===== src/rtl/soc_sysid_pkg.sv =====
// Shared definitions for the system-ID register slave: register map,
// CTRL bit positions and default identity words.
package soc_sysid_pkg;

    typedef enum logic [2:0] {
        ADDR_ID        = 3'd0,
        ADDR_TIMESTAMP = 3'd1,
        ADDR_CAPS      = 3'd2,
        ADDR_UPTIME_LO = 3'd3,
        ADDR_UPTIME_HI = 3'd4,
        ADDR_SCRATCH   = 3'd5,
        ADDR_CTRL      = 3'd6,
        ADDR_RSVD      = 3'd7
    } sysid_addr_e;

    localparam int unsigned CTRL_CLEAR  = 0;
    localparam int unsigned CTRL_FREEZE = 1;
    localparam int unsigned CTRL_OVF    = 8;

    localparam logic [31:0] DEF_ID_VALUE  = 32'h0000_0000;
    localparam logic [31:0] DEF_TIMESTAMP = 32'd1673162897;
    localparam logic [31:0] DEF_CAPS      = 32'h0000_0001;

endpackage


===== src/rtl/soc_uptime_counter.sv =====
// Free-running uptime counter with clear/freeze, wrap detection and a
// high-word snapshot taken whenever the low word is read.
module soc_uptime_counter #(
    parameter int unsigned CNT_W      = 64,
    parameter logic [63:0] CNT_PRESET = '0
) (
    input  logic        clock,
    input  logic        reset,
    input  logic        clear,
    input  logic        freeze,
    input  logic        snap,
    output logic [31:0] count_lo,
    output logic [31:0] hi_snap,
    output logic        wrap
);

    logic [CNT_W-1:0] count;

    always_ff @(posedge clock or posedge reset) begin
        if (reset) begin
            count   <= CNT_PRESET[CNT_W-1:0];
            hi_snap <= '0;
        end else begin
            if (snap)
                hi_snap <= 32'(count[CNT_W-1:32]);
            if (clear)
                count <= '0;
            else if (!freeze)
                count <= count + CNT_W'(1);
        end
    end

    // A clear in the wrap cycle suppresses the overflow indication.
    assign wrap     = !clear && !freeze && (&count);
    assign count_lo = count[31:0];

endmodule


===== src/rtl/soc_sysid_regs.sv =====
// Avalon-MM system-ID slave: identity words, uptime counter, scratch and
// control/status register with a fixed one-cycle read latency.
module soc_sysid_regs
    import soc_sysid_pkg::*;
#(
    parameter logic [31:0] ID_VALUE    = DEF_ID_VALUE,
    parameter logic [31:0] TIMESTAMP   = DEF_TIMESTAMP,
    parameter logic [31:0] CAPS        = DEF_CAPS,
    parameter int unsigned CNT_W       = 64,
    parameter logic [31:0] SCRATCH_RST = 32'hDEAD_BEEF,
    parameter logic [63:0] CNT_PRESET  = '0
) (
    input  logic        clock,
    input  logic        reset,
    input  logic [2:0]  address,
    input  logic        read,
    input  logic        write,
    input  logic [31:0] writedata,
    input  logic [3:0]  byteenable,
    output logic [31:0] readdata,
    output logic        readdatavalid
);

    sysid_addr_e addr;
    logic        ctrl_wr;
    logic        clear;
    logic        snap;
    logic        wrap;
    logic        freeze;
    logic        ovf;
    logic [31:0] scratch;
    logic [31:0] count_lo;
    logic [31:0] hi_snap;
    logic [31:0] ctrl_rd;
    logic [31:0] rd_mux;

    assign addr    = sysid_addr_e'(address);
    assign ctrl_wr = write && (addr == ADDR_CTRL);
    assign clear   = ctrl_wr && byteenable[CTRL_CLEAR/8] && writedata[CTRL_CLEAR];
    assign snap    = read && (addr == ADDR_UPTIME_LO);

    soc_uptime_counter #(
        .CNT_W      (CNT_W),
        .CNT_PRESET (CNT_PRESET)
    ) u_uptime (
        .clock    (clock),
        .reset    (reset),
        .clear    (clear),
        .freeze   (freeze),
        .snap     (snap),
        .count_lo (count_lo),
        .hi_snap  (hi_snap),
        .wrap     (wrap)
    );

    always_ff @(posedge clock or posedge reset) begin
        if (reset) begin
            scratch <= SCRATCH_RST;
        end else if (write && (addr == ADDR_SCRATCH)) begin
            for (int unsigned b = 0; b < 4; b++)
                if (byteenable[b])
                    scratch[b*8 +: 8] <= writedata[b*8 +: 8];
        end
    end

    // Overflow set takes priority over a simultaneous write-1-to-clear.
    always_ff @(posedge clock or posedge reset) begin
        if (reset) begin
            freeze <= 1'b0;
            ovf    <= 1'b0;
        end else begin
            if (ctrl_wr && byteenable[CTRL_FREEZE/8])
                freeze <= writedata[CTRL_FREEZE];
            if (wrap)
                ovf <= 1'b1;
            else if (ctrl_wr && byteenable[CTRL_OVF/8] && writedata[CTRL_OVF])
                ovf <= 1'b0;
        end
    end

    always_comb begin
        ctrl_rd              = '0;
        ctrl_rd[CTRL_FREEZE] = freeze;
        ctrl_rd[CTRL_OVF]    = ovf;
    end

    always_comb begin
        rd_mux = '0;
        case (addr)
            ADDR_ID:        rd_mux = ID_VALUE;
            ADDR_TIMESTAMP: rd_mux = TIMESTAMP;
            ADDR_CAPS:      rd_mux = CAPS;
            ADDR_UPTIME_LO: rd_mux = count_lo;
            ADDR_UPTIME_HI: rd_mux = hi_snap;
            ADDR_SCRATCH:   rd_mux = scratch;
            ADDR_CTRL:      rd_mux = ctrl_rd;
            default:        rd_mux = '0;
        endcase
    end

    always_ff @(posedge clock or posedge reset) begin
        if (reset) begin
            readdata      <= '0;
            readdatavalid <= 1'b0;
        end else begin
            readdatavalid <= read;
            if (read)
                readdata <= rd_mux;
        end
    end

endmodule

===== config.mk =====
export PLATFORM = sky130hd
export DESIGN_NAME = soc_sysid_regs
export DESIGN_NICKNAME = d
export VERILOG_FILES = /design/src/rtl/soc_sysid_pkg.sv /design/src/rtl/soc_uptime_counter.sv /design/src/rtl/soc_sysid_regs.sv
export SDC_FILE = /design/constraint.sdc
export NUM_CORES = 1
export LEC_CHECK = 0
export ABC_AREA = 1
export BUFFER_PORTS_ARGS = -buffer_cell sky130_fd_sc_hd__buf_2
export CAP_MARGIN = 0
export CELL_PAD_IN_SITES_DETAIL_PLACEMENT = 0
export CELL_PAD_IN_SITES_GLOBAL_PLACEMENT = 1
export CORE_ASPECT_RATIO = 0.9
export CORE_MARGIN = 2
export CORE_UTILIZATION = 45
export DETAILED_ROUTE_END_ITERATION = 10
export PLACE_DENSITY_LB_ADDON = 0.1
export SETUP_SLACK_MARGIN = 0.5
export SYNTH_ARGS = -nofsm -noshare
export SYNTH_HDL_FRONTEND = slang
export SYNTH_SLANG_ARGS = --single-unit

===== constraint.sdc =====
create_clock -name clock -period 8.05 [get_ports clock]
set_input_delay 2.0125 -clock clock [delete_from_list [all_inputs] [get_ports clock]]
set_output_delay 2.0125 -clock clock [all_outputs]
set_load 0.01 [all_outputs]

==> results.toml <==
[outcome]
status = "finished, final reports clean"

[clocking]
insertion_delay_ns = 0.44
h-tree-depth = 4
cts_made_buffers = 17
clock_sinks = 163
cts_hold_buf = 0
cts.clk_slew.worst_paths_ns = 0.07
post_cts.resized_instances = 0
post_cts_buffers = 0
cts.path.max_buffers = 2
cts_tree = "built"
cts-root-buf = "clkbuf_16"

[logic_synthesis]
synth_top_area_share_pct = 41.5
synth_edf_count = 0
synth_sequential_area_ratio_pct = 49.0
synth_ff_type = "dfrtp_1"
ys_seq_elements = 163
syn_inst = 1014
synth_top_area_cell = "dfrtp_1"
ys_top_cells_by_area = "dfrtp_1 42%, nand2_1 13%, mux2_2 9.0%"
synthArstFlopShare_pct = 100
yosysWarnings = 0
synth_nets = 1058
synthesis.area_mm2 = 0.00838
synthDistinctLibCells = 38
syn_area_per_cell_um2 = 8.26

[timing]
hold_viol_final = 0
period_share_pct = 45.3
slew_viol_final = 0
worstMarginPinSlew_ns = 0.889
relSlewSlack_pct = 40.7
fin_setup_tns_ns = 0
rsz0062_at_grt = "no"
whs_ns = 0.485
fin_skew_ns = 0.0145
fmax_mhz = 274
setup_violations = 0
min_period_ns = 3.64

[worst_setup_path]
crit_path_max_fanout = 18
crit_type = "in2reg"
required_ns = 8.38
startpoint_type = "input port"
arrival_ns = 3.98
cp-end-kind = "flop"

[power]
p_sw_w = 0.000622
ir_drop_v = 0.000138
seqPwrFrac_pct = 48.3
p_leak_nw = 4.21
comb_power_share_pct = 12.1
powerDensity_mw_per_mm2 = 219
total_power_w = 0.00209
internal_power_w = 0.00147
p_sw_share_pct = 29.7
p_clk_share_pct = 39.6

[drt]
drc = 0
wirelength_mm = 23.8
wl_per_cell_um = 17.7
vias = 7059
dr.pass1.iters = 5
drt_iter0_drc = 502
vias_per_cell = 5.25
ant_nets = 0

[cells_and_area]
drive_above_1_share_pct = 22.2
n_antenna_cell = 0
area_growth_pct = 14.3
nets = 1130

[die]
die_h_um = 133
dieWidth_um = 148
coreArea_mm2 = 0.0183
ios = 76
start_util_pct = 45.7
floorplan.die_area_mm2 = 0.0197
num_rows = 47

[global_routing]
antenna_found_initial = 0
grt_max_degree = 101
grt_pass1_vias = 6808
track_usage_pct = 25.3
grt_overflow = 0
grt_pass1_wl_mm = 38.1

[worst_hold_path]
hold_path.class = "reg2reg"

[place]
io_buffers = 75
gp_congestion = 0.876
dp_hpwl_mm = 17.8

[run]
drv_cap = 0
placed cells by master, fill, tap and decap left out, types with 21 or more instances in the layout:
master,netlist,final
a21oi_1,31,31
buf_2,8,75
dfrtp_1,139,139
dfstp_2,24,24
inv_1,60,59
mux2_2,67,67
nand2_1,285,285
nand3_1,56,56
nand4_1,22,22
nor2_1,146,146
nor3_1,22,21
o21ai_0,64,64
logic make-up after synthesis:
family	Yosys count	share of synthesized area, %
flip-flops	163	49.0
adder cells (fa/ha/maj)	1	0.149
AND/OR/NAND/NOR	577	29.9
multiplexers	69	9.27
buffers and inverters	92	4.42
XOR/XNOR	3	0.314
AO/OA/AOI/OAI	109	6.90
state kept, by name, indices dropped and copies added, names as in the netlist:
register	count
scratch	32
u_uptime.count	64
u_uptime.hi_snap	32
ovf	1
readdatavalid	1
readdata	32
freeze	1
path summary, 6_finish.rpt:
check	from	endpoint	slack [ns]	cells past startpoint
worst max-delay path	address[2]	ovf$_DFFE_PP0P_	4.41	10
worst min-delay path	u_uptime.hi_snap[20]$_DFFE_PP0P_	u_uptime.hi_snap[20]$_DFFE_PP0P_	0.49	2
worst max register to register	freeze$_DFFE_PP0P_	u_uptime.count[42]$_DFFE_PP0P_	5.57	11
worst min register to register	u_uptime.hi_snap[20]$_DFFE_PP0P_	u_uptime.hi_snap[20]$_DFFE_PP0P_	0.49	2
max in group asynchronous	reset	u_uptime.count[46]$_DFFE_PP0P_	4.88	3
min in group asynchronous	reset	scratch[4]$_DFFE_PP0P_	1.77	2
per-layer routing:
metal	vias to the layer above	share of wire (%)	routed length, um	global-route usage (%)
met5	-	0	0	0
met4	0	1.6	377	7.57
met3	26	6.1	1460	3.87
met2	207	41	9810	35.3
met1	3340	51	12100	40.2
li1	3486	-	-	-
power by group through the flow:
stage / Combinational, W / Clock, W / Sequential, W
after global placement: 0.000252 / 0 / 0.00102
after global routing: 0.000285 / 0.000871 / 0.00102
after floorplan: 0.000181 / 0 / 0.00100
final: 0.000254 / 0.000828 / 0.00101
after detailed placement: 0.000254 / 0 / 0.00102
after CTS: 0.000257 / 0.000838 / 0.00101
worst max-delay path: stages:
cell	delay (ns)
buf_2	0.12
inv_2	0.12
nor2_1	0.24
nand2_1	0.10
nor2_1	0.20
nand2_1	0.38
inv_2	0.46
nor2_1	0.14
nand3_1	0.14
nand2_1	0.05
synth_stat cells, types with 9 or more instances:
cell type / number
mux2_2: 67
inv_1: 60
o21ai_0: 64
nor2_1: 146
nand2_2: 9
nor2_2: 11
dfstp_2: 24
dfrtp_1: 139
nand3_1: 56
nand4_1: 22
a21oi_1: 31
clkbuf_1: 16
nand2_1: 285
nor3_1: 22
final cells by class:
class                      instances  area (um2)
clock buffer                      17         425
sequential                       163        4110
clock inverter                    15         168
multi-input combinational        759        3900
fill                            1812        8770
inverter                          65         249
tap                              245         307
timing repair buffer              80         413
stage by stage:
stage	cells	util, %	setup slack [ns]	instance area [um2]
after floorplan	1014	-	1.67	8380
after global placement	1312	48.9	4.08	8980
after global routing	1344	52.2	4.23	9570
after detailed placement	1312	48.9	3.99	8980
after CTS	1344	52.2	4.43	9570
final	1344	52.2	4.41	9570
Power figures use the tool's default switching activity.
